[src/rtl/fetch_ctrl_pkg.sv]
// fetch_ctrl_pkg: shared definitions for the instruction fetch controller.
//   - fetch_state_e : controller state encoding
//   - BRC_PREFIX    : inst[8:3] opcode of the conditional branch
//   - JMP_PREFIX    : inst[8:6] opcode of the unconditional jump
//   - HALT_INST_DEF : default program-terminating encoding
package fetch_ctrl_pkg;

  typedef enum logic [1:0] {
    ST_IDLE = 2'd0,
    ST_FILL = 2'd1,
    ST_RUN  = 2'd2,
    ST_DONE = 2'd3
  } fetch_state_e;

  localparam logic [5:0] BRC_PREFIX    = 6'b010101;
  localparam logic [2:0] JMP_PREFIX    = 3'b111;
  localparam logic [8:0] HALT_INST_DEF = 9'b011111_111;

  function automatic logic is_brc(input logic [8:0] i);
    return i[8:3] == BRC_PREFIX;
  endfunction

  function automatic logic is_jmp(input logic [8:0] i);
    return i[8:6] == JMP_PREFIX;
  endfunction

endpackage

[src/rtl/fetch_next_pc.sv]
// fetch_next_pc: combinational control-flow decode and target computation.
//   issue_pc in  8  address of the instruction on inst
//   inst     in  9  instruction word being issued
//   target   out 8  branch/jump destination (mod 256)
//   is_ctrl  out 1  inst is a BRC or JMP (BRC taken-ness is decided by the caller)
import fetch_ctrl_pkg::*;

module fetch_next_pc (
  input  logic [7:0] issue_pc,
  input  logic [8:0] inst,
  output logic [7:0] target,
  output logic       is_ctrl
);

  always_comb begin
    // BRC: relative forward offset, 8-bit add wraps naturally
    target  = issue_pc + 8'd1 + {5'd0, inst[2:0]};
    is_ctrl = is_brc(inst);
    // JMP: absolute word-aligned target; opcodes are disjoint from BRC
    if (is_jmp(inst)) begin
      target  = {inst[5:0], 2'b00};
      is_ctrl = 1'b1;
    end
  end

endmodule

[src/rtl/fetch_ctrl.sv]
// fetch_ctrl: instruction fetch sequencer for a registered-output instruction
// memory (inst = mem[pc] one cycle later).
//   clk         in  1  rising-edge clock
//   rst_n       in  1  asynchronous active-low reset
//   start       in  1  pulse: begin execution at start_addr (IDLE/DONE only)
//   start_addr  in  8  first fetch address
//   stall       in  1  hold current instruction (no retire, no advance)
//   branch_flag in  1  registered EQ flag from datapath, qualifies BRC
//   inst        in  9  instruction memory read data
//   pc          out 8  instruction memory address (combinational)
//   issue       out 1  inst is valid and executed this cycle
//   issue_pc    out 8  address of the word currently on inst
//   busy        out 1  FILL or RUN
//   done        out 1  DONE
import fetch_ctrl_pkg::*;

module fetch_ctrl #(
  parameter logic [8:0] HALT_INST = HALT_INST_DEF
) (
  input  logic       clk,
  input  logic       rst_n,
  input  logic       start,
  input  logic [7:0] start_addr,
  input  logic       stall,
  input  logic       branch_flag,
  input  logic [8:0] inst,
  output logic [7:0] pc,
  output logic       issue,
  output logic [7:0] issue_pc,
  output logic       busy,
  output logic       done
);

  fetch_state_e st, st_n;
  logic [7:0]   fetch_pc, fetch_pc_n, issue_pc_n;
  logic         v, v_n;
  logic [7:0]   target;
  logic         is_ctrl, taken, is_halt;

  fetch_next_pc u_npc (
    .issue_pc (issue_pc),
    .inst     (inst),
    .target   (target),
    .is_ctrl  (is_ctrl)
  );

  // A control op that is not a JMP is a BRC, which needs the flag.
  assign taken   = is_ctrl & (is_jmp(inst) | branch_flag);
  assign is_halt = (inst == HALT_INST);

  // Under stall re-present issue_pc so memory re-reads the held word.
  assign pc    = (st == ST_RUN && stall) ? issue_pc : fetch_pc;
  assign issue = (st == ST_RUN) & v & ~stall;
  assign busy  = (st == ST_FILL) | (st == ST_RUN);
  assign done  = (st == ST_DONE);

  always_ff @(posedge clk or negedge rst_n) begin
    if (!rst_n) begin
      st       <= ST_IDLE;
      fetch_pc <= 8'd0;
      issue_pc <= 8'd0;
      v        <= 1'b0;
    end else begin
      st       <= st_n;
      fetch_pc <= fetch_pc_n;
      issue_pc <= issue_pc_n;
      v        <= v_n;
    end
  end

  always_comb begin
    st_n       = st;
    fetch_pc_n = fetch_pc;
    issue_pc_n = issue_pc;
    v_n        = v;
    case (st)
      ST_IDLE, ST_DONE: begin
        if (start) begin
          fetch_pc_n = start_addr;
          st_n       = ST_FILL;
        end
      end
      ST_FILL: begin
        issue_pc_n = fetch_pc;
        fetch_pc_n = fetch_pc + 8'd1;
        v_n        = 1'b1;
        st_n       = ST_RUN;
      end
      ST_RUN: begin
        // stall freezes everything; control flow is only judged on issue
        if (!stall) begin
          if (v && is_halt) begin
            st_n = ST_DONE;
            v_n  = 1'b0;
          end else if (v && taken) begin
            // word already fetched from issue_pc+1 becomes the bubble
            fetch_pc_n = target;
            v_n        = 1'b0;
          end else begin
            issue_pc_n = fetch_pc;
            fetch_pc_n = fetch_pc + 8'd1;
            v_n        = 1'b1;
          end
        end
      end
      default: st_n = ST_IDLE;
    endcase
  end

endmodule

[config.mk]
export PLATFORM = sky130hd
export DESIGN_NAME = fetch_ctrl
export DESIGN_NICKNAME = d
export VERILOG_FILES = /design/src/rtl/fetch_ctrl_pkg.sv /design/src/rtl/fetch_next_pc.sv /design/src/rtl/fetch_ctrl.sv
export SDC_FILE = /design/constraint.sdc
export NUM_CORES = 1
export LEC_CHECK = 0
export BUFFER_PORTS_ARGS = -buffer_cell sky130_fd_sc_hd__clkbuf_2
export CORE_MARGIN = 2
export CORE_UTILIZATION = 48
export DETAILED_ROUTE_END_ITERATION = 10
export GPL_TIMING_DRIVEN = 1
export PLACE_DENSITY = 0.73
export SYNTH_ARGS = -nofsm -noshare
export SYNTH_HDL_FRONTEND = slang
export SYNTH_HIERARCHICAL = 1
export SYNTH_SLANG_ARGS = --single-unit
[constraint.sdc]
create_clock -name clk -period 1.75 [get_ports clk]
set_input_delay 0.175 -clock clk [delete_from_list [all_inputs] [get_ports clk]]
set_output_delay 0.175 -clock clk [all_outputs]
set_load 0.05 [all_outputs]
Yosys cells after proc, flatten, opt, wreduce, memory -nomap -nowiden
Index checks and enable logic that the tools add are counted.
{ "classes": {"n_bitwise": 6, "n_reduce_logical": 10, "n_addsub": 3, "n_mux": 20, "n_eq_ne": 11} }
{ "ops": {"columns": ["operator", "n"], "rows": [
  ["8-bit two-way mux", 9],
  ["8-bit one-hot mux with 3 select lines", 1],
  ["8-bit by 1-bit adder with 8-bit output, second input constant", 2],
  ["8-bit one-hot mux with 2 select lines", 1],
  ["9-bit by 8-bit == test with 1-bit output, second input constant", 1],
  ["8-bit by 3-bit adder with 8-bit output", 1],
  ["2-bit inequality test, second input constant", 4],
  ["6-bit by 5-bit == test with 1-bit output, second input constant", 1],
  ["2-bit two-way mux", 3],
  ["2-bit one-hot mux with 3 select lines", 1],
  ["3-bit AND reduction", 2],
  ["2-bit == test, second input constant", 2],
  ["1-bit two-way mux", 4],
  ["4-bit AND reduction", 1],
  ["1-bit bitwise AND", 3],
  ["3-bit == test, second input constant", 1],
  ["1-bit logical AND", 3],
  ["2-bit by 1-bit == test with 1-bit output, second input constant", 1],
  ["2-bit zero test", 1],
  ["2-bit by 1-bit inequality test with 1-bit output, second input constant", 1],
  ["1-bit bitwise OR", 2],
  ["1-bit one-hot mux with 2 select lines", 1],
  ["2-bit AND reduction", 1],
  ["2-bit nonzero test", 1],
  ["2 further kinds", 2]
]} }
{ "totals": {"regBits": 19, "word_cells": 54, "inputBits": 22} }

Logic depth before layout (Yosys ltp)
Gate-level depths: netlist of run 1.
{ "depth": {"word_depth": 8, "mapped_depth": 10, "depth_no_buf": 9} }

By module
Netlist of run 1, hierarchy kept.
{ "by_module_without_submodules": {"columns": ["module", "cells_per_inst", "n_inst", "area_each_um2", "seq_area_each_um2"], "rows": [
  ["fetch_ctrl", 131, 1, 1307.5, 475.5],
  ["fetch_next_pc", 47, 1, 314.1, 0.0]
]} }

Worst setup path after synthesis of run 1
No wires, ideal clock.
{ "synth_path": {"path_type": "flip-flop to flip-flop", "start": "register st[0]", "end": "register fetch_pc[7]", "setup_slack_ns": -0.367, "synth_period_minus_slack_ns": 2.117, "path_buffers": 1, "stages_incl_launch_ff": 9, "t_arrival_ns": 1.987, "required_time_ns": 1.620, "path_cell_list": "dfrtp_1 -> inv_1 -> ha_1 -> buf_2 -> clkinv_1 -> nor2_1 -> nor3_1 -> o21ai_0 -> o31ai_2"} }
{ "synth_between": {"elab_chain_cells": 4} }
{ "synth_rtl": {"columns": ["element", "line_no", "source"], "rows": [
  ["from (decl)", "fetch_ctrl.sv:34", "fetch_state_e st, st_n;"],
  ["from (signal assigned)", "fetch_ctrl.sv:64", "st <= st_n;"],
  ["2-bit == test / 2-bit zero test (equally long branches)", "fetch_ctrl.sv:76", "case (st)"],
  ["2-bit OR reduction", "fetch_ctrl.sv:76", null],
  ["2-bit inequality test (no line)", null, null],
  ["3-bit AND reduction (no line)", null, null],
  ["to (signal assigned)", "fetch_ctrl.sv:65", "fetch_pc <= fetch_pc_n;"],
  ["to (decl)", "fetch_ctrl.sv:35", "logic [7:0] fetch_pc, fetch_pc_n, issue_pc_n;"]
]} }
Several ways; a longest one is shown, not always the timed one.
A chain may end at the register's enable or synchronous reset.

Worst setup path after layout of run 1
{ "layout_path": {"start": "register st[1]", "end": "register fetch_pc[6]"} }
Same word-level chain as after synthesis.

==> run_results.csv, run 1 <==
group,metric,value,unit
die,fp.coreArea,3284,µm²
detailed_routing,drt-wirelength-per-cell,16.23,µm
die,start_util,49.37,%
run,drv_cap,0,
final_layout,fraction_of_layout_instances_using_a_drive_strength_above_1,49.38,%
global_routing,grt_pass1_wl,7.307,mm
global_routing,groute.layer.met1.usage,31.31,%
synthesis,post_synthesis_cell_type_with_the_largest_combined_area,"sky130_fd_sc_hd__dfrtp_1",
synthesis,post_synth_num_cell_types,50,
clock_network,clk_latency,320,ps
detailed_routing,postRouteWirelength,4.659,mm
die,row_count,21,
timing,rsz0062_at_grt,"yes",
final_layout,fin_cells,287,
clock_network,ctsHtreeMaxLevel,1,
critical_path,setup.worst_path.end,"fetch_pc[6]",
synthesis,synth.most_common_cell,"sky130_fd_sc_hd__dfrtp_1",
placement,dpl.hpwl,3.090,mm
synthesis,synth-edff-count,0,
hold_path,worstHoldPathType,"in2reg",
synthesis,synth_async_sr_flop_share,100.0,%
synthesis,syn-cell-area,1622,µm²
synthesis,synthTopCellsByCount,"19 x sky130_fd_sc_hd__dfrtp_1, 15 x sky130_fd_sc_hd__mux2_2, 15 x sky130_fd_sc_hd__nand2_1, 14 x sky130_fd_sc_hd__nor2_1, 11 x sky130_fd_sc_hd__o21ai_0",
synthesis,post_synth_inst_count,178,
final_layout,num-nets-final,273,
synthesis,post_synth.cell_area_avg,9.110,µm²
timing,smallest_setup_slack_after_layout,-131.8,ps
timing,slew_headroom,65.77,%
die,die_h,62.12,µm
clock_network,cts.path.max_buffers,2,
status,run_status,"complete, but fails checks",
placement,placed_cells_incl_taps,278,
global_routing,grt_use_met3,2.174,%
global_routing,grt_max_degree,20,
placement,globalplace.congestion,0.8782,
critical_path,crit-reg2reg-capture,"fetch_pc[6]",
critical_path,setup_crit_start_kind,"flip-flop",
critical_path,worst-setup-path-type,"reg2reg",
timing,slew_at_the_pin_closest_to_its_max_slew_limit,513.4,ps
detailed_routing,drc,0,
clock_network,cts.reportedPaths.clkPinSlew,120,ps
global_routing,via_count_of_the_first_global_routing_pass,1564,
critical_path,crit-reg2reg-launch,"st[1]",
timing,report.final.setup_viol,16,
detailed_routing,detailedRoute.firstPassIterationCount,4,
clock_network,tritoncts,"done",
global_routing,grt.overflow.total,0,
timing,min_period_over_period,107.5,%
final_layout,post-route-util,72.80,%
die,design.die.area,3859,µm²
critical_path,worstSetupEndpointType,"flip-flop",
synthesis,flop_and_latch_count_out_of_synthesis,19,
hold_path,holdPathStages,3,
synthesis,synth.yosys.warnings,6,
critical_path,worst_setup_path_startpoint,"st[1]",
clock_network,cts_num_sinks,19,
critical_path,ff_to_ff_path_depth,7,
synthesis,synth_sequential_area_ratio,29.32,%
global_routing,grt_use_met2,39.40,%
final_layout,syn_to_final_growth,47.45,%
critical_path,timing.critical_path.required,1960,ps
final_layout,layout.filler_cells,238,
global_routing,gr-usage-all-layers,23.53,%
timing,clock_skew,1.741,ps
timing,timing.final.hold_violations,0,
detailed_routing,vias,1654,
synthesis,synth_top_cell_area_share,29.32,%
detailed_routing,first_iter_violations,61,
clock_network,cts_inserted_buffers,3,
hold_path,worstHoldStart,"start_addr[1]",
final_layout,antennaDiodeCount,0,
timing,min_period,1882,ps
die,die_width,62.12,µm
critical_path,reg2reg_slack,-130,ps
global_routing,initial_antenna_violation_count,0,
placement,buffer_ports.inserted,40,
clock_network,cell_chosen_for_the_clock_root,"sky130_fd_sc_hd__clkbuf_4",
timing,worst_hold_slack,114.6,ps
timing,fmax,531.4,MHz
critical_path,cp_arrival,2090,ps
status,failed_checks,"negative setup slack",
timing,finalMaxSlewViolations,0,
synthesis,synth_nets,209,
critical_path,maximum_fanout_count_along_the_critical_path,5,
synthesis,synth_top_cells_by_area,"sky130_fd_sc_hd__dfrtp_1 29%, sky130_fd_sc_hd__mux2_2 10%, sky130_fd_sc_hd__ha_1 6.9%",
die,design.portCount,41,
global_routing,grt_most_used_layer,"met2",
detailed_routing,route.detailed.vias_per_inst,5.763,
synthesis,synthFlopType,"sky130_fd_sc_hd__dfrtp_1",
detailed_routing,postRouteAntennaNets,0,
==> cells in the final DEF, fill, tap and decap left out, types with 2 or more instances in the layout <==
master,count
sky130_fd_sc_hd__buf_4,21
sky130_fd_sc_hd__a311oi_1,2
sky130_fd_sc_hd__mux2_2,7
sky130_fd_sc_hd__a211oi_2,5
sky130_fd_sc_hd__inv_2,2
sky130_fd_sc_hd__buf_6,2
sky130_fd_sc_hd__nor3_1,2
sky130_fd_sc_hd__nand2_1,14
sky130_fd_sc_hd__nand3_1,5
sky130_fd_sc_hd__o31ai_1,6
sky130_fd_sc_hd__nand4_1,2
sky130_fd_sc_hd__o21ai_0,5
sky130_fd_sc_hd__buf_12,2
sky130_fd_sc_hd__dfrtp_2,3
sky130_fd_sc_hd__a21oi_2,2
sky130_fd_sc_hd__a221oi_2,3
sky130_fd_sc_hd__nand2b_1,3
sky130_fd_sc_hd__o211ai_1,2
sky130_fd_sc_hd__o21ai_1,11
sky130_fd_sc_hd__a21oi_1,8
sky130_fd_sc_hd__and3_1,2
sky130_fd_sc_hd__inv_1,5
sky130_fd_sc_hd__dfrtp_1,16
sky130_fd_sc_hd__buf_8,9
sky130_fd_sc_hd__ha_4,3
sky130_fd_sc_hd__nor2_4,2
sky130_fd_sc_hd__nor2b_1,2
sky130_fd_sc_hd__nor2_1,12
sky130_fd_sc_hd__mux2_4,8
sky130_fd_sc_hd__nand2b_4,3
sky130_fd_sc_hd__clkbuf_2,30
sky130_fd_sc_hd__ha_1,5
sky130_fd_sc_hd__xnor2_1,6
sky130_fd_sc_hd__clkbuf_4,3
==> stage by stage <==
| stage | area (µm²) | TNS [ps] | worst slack, ps |
|---|---|---|---|
| after floorplan | 1664 | -354.5 | -105.0 |
| after global placement | 2061 | -316.0 | -88.40 |
| after detailed placement | 2061 | -415.9 | -119.8 |
| after CTS | 2267 | -1040 | -102.6 |
| after global routing | 2391 | -1932 | -224.6 |
| final | 2391 | -859.3 | -131.8 |
==> per-layer routing <==
| metal | vias up | share of wire, % |
|---|---|---|
| met5 | - | 0 |
| met4 | 0 | 1.9 |
| met3 | 9 | 4.1 |
| met2 | 52 | 50 |
| met1 | 808 | 44 |
| li1 | 785 | - |
==> cells by family after synthesis <==
logic type / count (synthesis) / synth area share (%)
simple gates: 57 / 19.06
compound gates: 55 / 25.31
flops: 19 / 29.32
mux: 16 / 11.11
buf+inv: 15 / 4.475
fa+ha+maj: 9 / 6.945
xor+xnor: 7 / 3.781
==> worst min-delay path by stage <==
stage             endpoint  slack [ps]
6_report       fetch_pc[1]         110
2_1_floorplan  fetch_pc[0]        -120
5_1_grt        fetch_pc[1]         120
3_3_place_gp   issue_pc[7]         170
4_1_cts        fetch_pc[0]         120
3_5_place_dp   issue_pc[5]         170
==> critical path: stages (launching register included) <==
cell	delay, ps
sky130_fd_sc_hd__dfrtp_1	450
sky130_fd_sc_hd__ha_4	220
sky130_fd_sc_hd__buf_6	120
sky130_fd_sc_hd__a21boi_1	130
sky130_fd_sc_hd__a211oi_2	300
sky130_fd_sc_hd__nor2b_1	150
sky130_fd_sc_hd__a221oi_2	290
sky130_fd_sc_hd__o31ai_1	120
==> flip-flops by register name (all words and copies together) (netlist names) <==
signal,count
v,1
st,2
issue_pc,8
fetch_pc,8
==> timing repair <==
item,4_1_cts,5_1_grt
hold buffers,1,0
gates resized for setup,33,36
gates cloned,0,0
hold endpoints to repair,19,0
setup endpoints to repair,25,26
buffers inserted,2,4
pin swaps,8,7
==> area by class of cell <==
type / count / area (µm²) / area share, %
Multi-Input combinational cell: 144 / 1264 / 52.85
Sequential cell: 19 / 479.2 / 20.04
Tap cell: 46 / 57.56 / 2.407
Inverter: 8 / 35.03 / 1.465
Timing Repair Buffer: 66 / 529.3 / 22.14
Clock buffer: 4 / 26.28 / 1.099
Power of run 1 is not shown: default switching activity piles up to over one toggle a cycle in this logic, so the estimate is an artifact.
==> run 2, diff against run 1 <==
--- a/config.mk
+++ b/config.mk
@@ -11,6 +11,7 @@
 export DETAILED_ROUTE_END_ITERATION = 10
 export GPL_TIMING_DRIVEN = 1
 export PLACE_DENSITY = 0.73
+export REMOVE_ABC_BUFFERS = 1
 export SYNTH_ARGS = -nofsm -noshare
 export SYNTH_HDL_FRONTEND = slang
 export SYNTH_HIERARCHICAL = 1
==> run 2 against run 1 <==
Net effect: the run still ends with negative setup slack left; register-to-register slack got worse by 80 ps; critical path depth grew 1; global-route usage increased by 0.83 points; non-clock buffer count is 10 higher; clock skew increased by 2.1 ps; first-iteration DRC count up 52%; hold slack worse by 5.3 ps; wire length up 9.2%; clock-buffer cell count shrank 1; cell count up 3.5%; sequential share of layout area is 0.86 points lower.
==> run_results.csv, run 2 (synthesized netlist as in run 1, its figures left out) <==
group,metric,value,unit
run,drv_cap,0,
timing,clock_skew,3.869,ps
detailed_routing,drt-wirelength-per-cell,17.13,µm
detailed_routing,postRouteAntennaNets,0,
final_layout,fraction_of_layout_instances_using_a_drive_strength_above_1,51.79,%
die,die_width,62.12,µm
final_layout,biggestRegsByFlops,"fetch_pc x8, issue_pc x8, st x2",
critical_path,crit-reg2reg-launch,"issue_pc[2]",
placement,dp_worst_setup_slack,-172.5,ps
clock_network,cts_inserted_buffers,3,
timing,rsz0062_at_grt,"yes",
final_layout,multi_input_comb_area,1282,µm²
clock_network,cts_num_sinks,19,
detailed_routing,first_iter_violations,93,
clock_network,cts.reportedPaths.clkPinSlew,120,ps
global_routing,grt_max_degree,20,
placement,placed_cells_incl_taps,287,
placement,buffer_ports.inserted,40,
global_routing,grt.overflow.total,0,
critical_path,worst-setup-path-type,"reg2reg",
detailed_routing,route.detailed.vias_per_inst,5.684,
global_routing,gr-usage-all-layers,24.36,%
die,design.portCount,41,
die,design.die.area,3859,µm²
pwr,power.leakage,1.116,nW
global_routing,initial_antenna_violation_count,0,
hold_path,holdPathStages,3,
critical_path,reg2reg_slack,-210,ps
timing,slew_at_the_pin_closest_to_its_max_slew_limit,515.1,ps
hold_path,worstHoldPathType,"in2reg",
final_layout,num-nets-final,283,
placement,dpl.hpwl,3.348,mm
timing,finalMaxSlewViolations,0,
global_routing,grt_pass1_wl,7.645,mm
timing,slew_headroom,65.66,%
detailed_routing,drc,0,
final_layout,layout.filler_cells,241,
placement,globalplace.congestion,0.8905,
global_routing,via_count_of_the_first_global_routing_pass,1658,
die,start_util,49.37,%
timing,totalNegativeSetupSlack,-1061,ps
critical_path,worstSetupEndpointType,"flip-flop",
final_layout,final-seq-area,475.5,µm²
clock_network,clk_latency,320,ps
status,run_status,"complete, but fails checks",
hold_path,worstHoldStart,"start_addr[0]",
clock_network,cts.path.max_buffers,2,
hold_path,hold-path-endpoint,"fetch_pc[0]",
status,failed_checks,"negative setup slack",
pwr,power.ir.vdd_worst,1.954,mV
critical_path,maximum_fanout_count_along_the_critical_path,4,
timing,fmax,509.5,MHz
critical_path,ff_to_ff_path_depth,8,
detailed_routing,detailedRoute.firstPassIterationCount,4,
die,row_count,21,
detailed_routing,postRouteWirelength,5.088,mm
final_layout,mostFrequentLayoutCells,"30 x sky130_fd_sc_hd__clkbuf_2, 29 x sky130_fd_sc_hd__buf_4, 19 x sky130_fd_sc_hd__dfrtp_1",
timing,min_period_over_period,112.1,%
final_layout,final_area,2479,µm²
final_layout,syn_to_final_growth,52.86,%
placement,place_area,2062,µm²
timing,min_period,1963,ps
critical_path,worst_path_largest_cell_delay,430,ps
die,die_h,62.12,µm
clock_network,tritoncts,"done",
final_layout,fin_cells,297,
timing,report.final.setup_viol,13,
timing,timing.final.hold_violations,0,
pwr,pwr_density_cell,2335,nW/µm²
die,fp.coreArea,3284,µm²
critical_path,cp_arrival,2150,ps
critical_path,setup_crit_start_kind,"flip-flop",
timing,smallest_setup_slack_after_layout,-212.6,ps
clock_network,cell_chosen_for_the_clock_root,"sky130_fd_sc_hd__clkbuf_4",
critical_path,crit-reg2reg-capture,"fetch_pc[6]",
detailed_routing,vias,1688,
critical_path,timing.critical_path.required,1940,ps
clock_network,ctsHtreeMaxLevel,1,
final_layout,final_common_cell,"sky130_fd_sc_hd__clkbuf_2",
critical_path,timing.critical_path.cells,"ha_4, nor2_4, buf_6, a211oi_2, xnor2_1, o21ai_1, a221oi_2, o31ai_1",
final_layout,antennaDiodeCount,0,
critical_path,critical_path.slowest_cell,"sky130_fd_sc_hd__dfrtp_1",
==> run 2: changes by cell type in the layout (fill, tap and decap cells not counted), moves of 2 or more <==
cell,change
sky130_fd_sc_hd__buf_4,+8
sky130_fd_sc_hd__nor2b_2,+2
sky130_fd_sc_hd__dfrtp_2,-3
sky130_fd_sc_hd__mux2_4,+3
sky130_fd_sc_hd__buf_12,-2
sky130_fd_sc_hd__o21ai_1,-3
sky130_fd_sc_hd__mux2_2,-3
sky130_fd_sc_hd__buf_6,+5
sky130_fd_sc_hd__dfrtp_1,+3
sky130_fd_sc_hd__o21ai_0,+2
==> run 2: final cells by class <==
class | instances | area share, %
Clock buffer | 3 | 0.9086
Tap cell | 46 | 2.322
Clock inverter | 1 | 0.2019
Sequential cell | 19 | 19.18
Timing Repair Buffer | 76 | 24.28
Inverter | 8 | 1.363
Multi-Input combinational cell | 144 | 51.74
==> run 2: repair_timing <==
item                                    in CTS  in global routing
resized for setup                           50                 35
pin swaps                                   11                 16
setup buffers                                2                  3
endpoints found under the setup margin      25                 26
cloned                                       1                  0
hold buffers                                 1                  0
hold endpoints to repair                    19                  0
==> run 2: critical path, delay by kind of cell (launching register included) <==
kind	cells	cell delay, ps
xor gates and xnor gates	1	150
DFF	1	430
AOI/OAI and AO/OA	4	810
adders and majority gates	1	290
buffers and inverters	1	110
and+or+nand+nor	1	50
==> run 2: worst max path at each step <==
stage / depth (start not counted) / slack, ps / end / startpoint
2_1_floorplan: 7 / -440 / fetch_pc[7] / st[0]
3_3_place_gp: 8 / -100 / fetch_pc[3] / issue_pc[2]
3_5_place_dp: 7 / -170 / fetch_pc[6] / issue_pc[1]
4_1_cts: 5 / -110 / pc[2] / st[1]
5_1_grt: 8 / -250 / fetch_pc[6] / issue_pc[2]
6_report: 8 / -210 / fetch_pc[6] / issue_pc[2]
==> run 2: report_power, final <==
group	leakage [nW]	switching [mW]	total [mW]	internal, mW
Combinational	0.875	2.49	4.54	2.05
Clock	0.0177	0.156	0.242	0.0857
Sequential	0.223	0.341	1.01	0.666
==> run 2: metal layers <==
layer | vias up | track usage [%] | routed length (µm)
met3 | 12 | 2.717 | 249
met4 | 0 | 8.333 | 120
met2 | 61 | 43.21 | 2623
li1 | 804 | - | -
met1 | 811 | 30.78 | 2095
met5 | - | 0 | 0
==> run 2: through the flow <==
step	hold WS, ps	power [mW]	util, %
CTS	114.9	5.230	71.01
detailed placement	162.7	4.439	62.78
floorplan	-120.6	3.385	-
global placement	163.9	4.359	62.78
finish	109.3	5.787	75.47
global route	121.7	6.108	75.47
Note: power is estimated with default switching activity, not from simulation.
==> run 3, diff against run 2 <==
--- a/config.mk
+++ b/config.mk
@@ -6,8 +6,10 @@
 export NUM_CORES = 1
 export LEC_CHECK = 0
 export BUFFER_PORTS_ARGS = -buffer_cell sky130_fd_sc_hd__clkbuf_2
+export CELL_PAD_IN_SITES_DETAIL_PLACEMENT = 0
+export CELL_PAD_IN_SITES_GLOBAL_PLACEMENT = 1
 export CORE_MARGIN = 2
-export CORE_UTILIZATION = 48
+export CORE_UTILIZATION = 36
 export DETAILED_ROUTE_END_ITERATION = 10
 export GPL_TIMING_DRIVEN = 1
 export PLACE_DENSITY = 0.73
==> run 3 against run 2 <==
Net effect: the run still ends with negative setup slack left; utilization down 16 points; global-route usage down 3.6 points; worst setup slack better by 120 ps; clock-buffer cell count up 1; total power up 2.8%; sequential share of layout area down 0.82 points; non-clock buffer count up 10; critical path depth unchanged; flip-flop and latch count unchanged; via count down 0.36%; largest power group unchanged.
==> run_results.csv, run 3 (synthesized netlist as in run 1, its figures left out) <==
group,metric,value,unit
status,run_status,"complete, but fails checks",
status,failed_checks,"negative setup slack",
clock_network,cts.path.max_buffers,2,
critical_path,reg2reg_slack,-90,ps
critical_path,timing.critical_path.cells,"ha_4, nor2_4, buf_6, a2111oi_4, xnor2_1, o21ai_1, a211oi_2, o31ai_2",
timing,slew_at_the_pin_closest_to_its_max_slew_limit,533.4,ps
die,design.die.area,5057,µm²
clock_network,clk_latency,260,ps
placement,buffer_ports.inserted,40,
final_layout,num-nets-final,293,
die,start_util,37.24,%
detailed_routing,wl_met1,2.373,mm
detailed_routing,detailedRoute.firstPassIterationCount,4,
global_routing,gr-usage-all-layers,20.78,%
detailed_routing,postRouteWirelength,5.115,mm
die,die_h,71.12,µm
timing,finalMaxSlewViolations,0,
detailed_routing,highest_layer,"met4",
detailed_routing,postRouteAntennaNets,0,
final_layout,fraction_of_layout_instances_using_a_drive_strength_above_1,53.26,%
timing,min_period_over_period,105.1,%
global_routing,initial_antenna_violation_count,0,
final_layout,syn_to_final_growth,60.11,%
global_routing,grt.overflow.total,0,
clock_network,cell_chosen_for_the_clock_root,"sky130_fd_sc_hd__clkbuf_8",
clock_network,ctsHtreeMaxLevel,1,
final_layout,mostFrequentLayoutCells,"37 x sky130_fd_sc_hd__buf_4, 31 x sky130_fd_sc_hd__clkbuf_2, 18 x sky130_fd_sc_hd__dfrtp_1",
critical_path,timing.critical_path.required,1890,ps
clock_network,tritoncts,"done",
detailed_routing,met2WireLength,2.427,mm
final_layout,biggestRegsByFlops,"fetch_pc x8, issue_pc x8, st x2",
die,design.portCount,41,
pwr,power.ir.vdd_worst,1.034,mV
critical_path,maximum_fanout_count_along_the_critical_path,4,
critical_path,worstSetupEndpointType,"flip-flop",
placement,dpl.hpwl,3.610,mm
pwr,pwr_density_cell,2291,nW/µm²
timing,fmax,543.5,MHz
pwr,power.leakage,1.163,nW
die,row_count,24,
timing,timing.final.hold_violations,0,
timing,clock_skew,6.805,ps
die,die_width,71.12,µm
critical_path,worst-setup-path-type,"reg2reg",
timing,smallest_setup_slack_after_layout,-89.98,ps
detailed_routing,drt-wirelength-per-cell,16.34,µm
critical_path,worst_path_largest_cell_delay,410,ps
final_layout,antennaDiodeCount,0,
detailed_routing,vias,1682,
clock_network,cts.reportedPaths.clkPinSlew,80,ps
global_routing,via_count_of_the_first_global_routing_pass,1707,
global_routing,grt_max_degree,20,
critical_path,setup_crit_start_kind,"flip-flop",
run,drv_cap,0,
detailed_routing,route.detailed.vias_per_inst,5.374,
placement,globalplace.congestion,0.8685,
die,fp.coreArea,4354,µm²
timing,slew_headroom,64.44,%
timing,rsz0062_at_grt,"yes",
clock_network,cts_num_sinks,19,
final_layout,post-route-util,59.63,%
detailed_routing,drc,0,
global_routing,grt_pass1_wl,8.328,mm
detailed_routing,first_iter_violations,86,
timing,report.final.setup_viol,10,
hold_path,worstHoldPathType,"in2reg",
detailed_routing,wl_met3,239,µm
critical_path,cp_arrival,1980,ps
final_layout,layout.filler_cells,366,
timing,min_period,1840,ps
critical_path,critical_path.slowest_cell,"sky130_fd_sc_hd__dfrtp_1",
clock_network,cts_inserted_buffers,3,
final_layout,final_common_cell,"sky130_fd_sc_hd__buf_4",
placement,dp_worst_setup_slack,-150.2,ps
## run 3: metal layers
metal	GRT usage [%]	vias to the layer above
met5	0	-
met4	6.080	0
met3	2.564	8
met2	34.06	47
met1	28.80	803
li1	-	824
## run 3: through the flow
stage	instances	area, µm²	hold WS (ps)	total power, mW	TNS [ps]
2_1_floorplan	171	1579	-120.6	3.385	-2533
3_3_place_gp	303	2170	175.4	4.666	-1091
3_5_place_dp	303	2170	185.4	4.688	-663.1
4_1_cts	310	2431	181.6	5.496	-438.0
5_1_grt	313	2596	217.0	6.316	-1204
6_report	313	2596	177.5	5.949	-364.9
## run 3: worst max-delay path, delay by kind of cell (launching register included)
family          cells  cell delay [ps]
compound gates      4              770
fa+ha+maj           1              190
xor+xnor            1              160
flops               1              410
buf+inv             1              120
simple gates        1               70
## run 3: worst paths after layout
check,start,end,cells past startpoint
max,issue_pc[2],fetch_pc[7],8
min,start_addr[0],fetch_pc[0],3
max reg2reg,issue_pc[2],fetch_pc[7],8
min reg2reg,issue_pc[7],issue_pc[7],1
max in group asynchronous,rst_n,v,2
min in group asynchronous,rst_n,fetch_pc[2],2
## run 3: power by group
group	total (mW)	switching, mW	leakage, nW	internal [mW]
clock	0.324	0.162	0.0228	0.162
combinational	4.67	2.53	0.917	2.15
sequential	0.951	0.283	0.223	0.669
total	5.95	2.97	1.16	2.98
## run 3: final cells by class
class	instances	area (µm²)	area share, %
tap	52	65.06	2.506
multi-input combinational	144	1274	49.06
clock buffer	4	45.04	1.735
sequential	19	476.7	18.36
timing repair buffer	86	701.9	27.04
inverter	8	33.78	1.301
## run 3: timing repair
item,4_1_cts,5_1_grt
endpoints found under the hold margin,19,0
buffers inserted,2,3
hold buffers,1,0
setup endpoints to repair,23,26
gates resized for setup,38,41
cloned,1,0
pin swaps,2,14
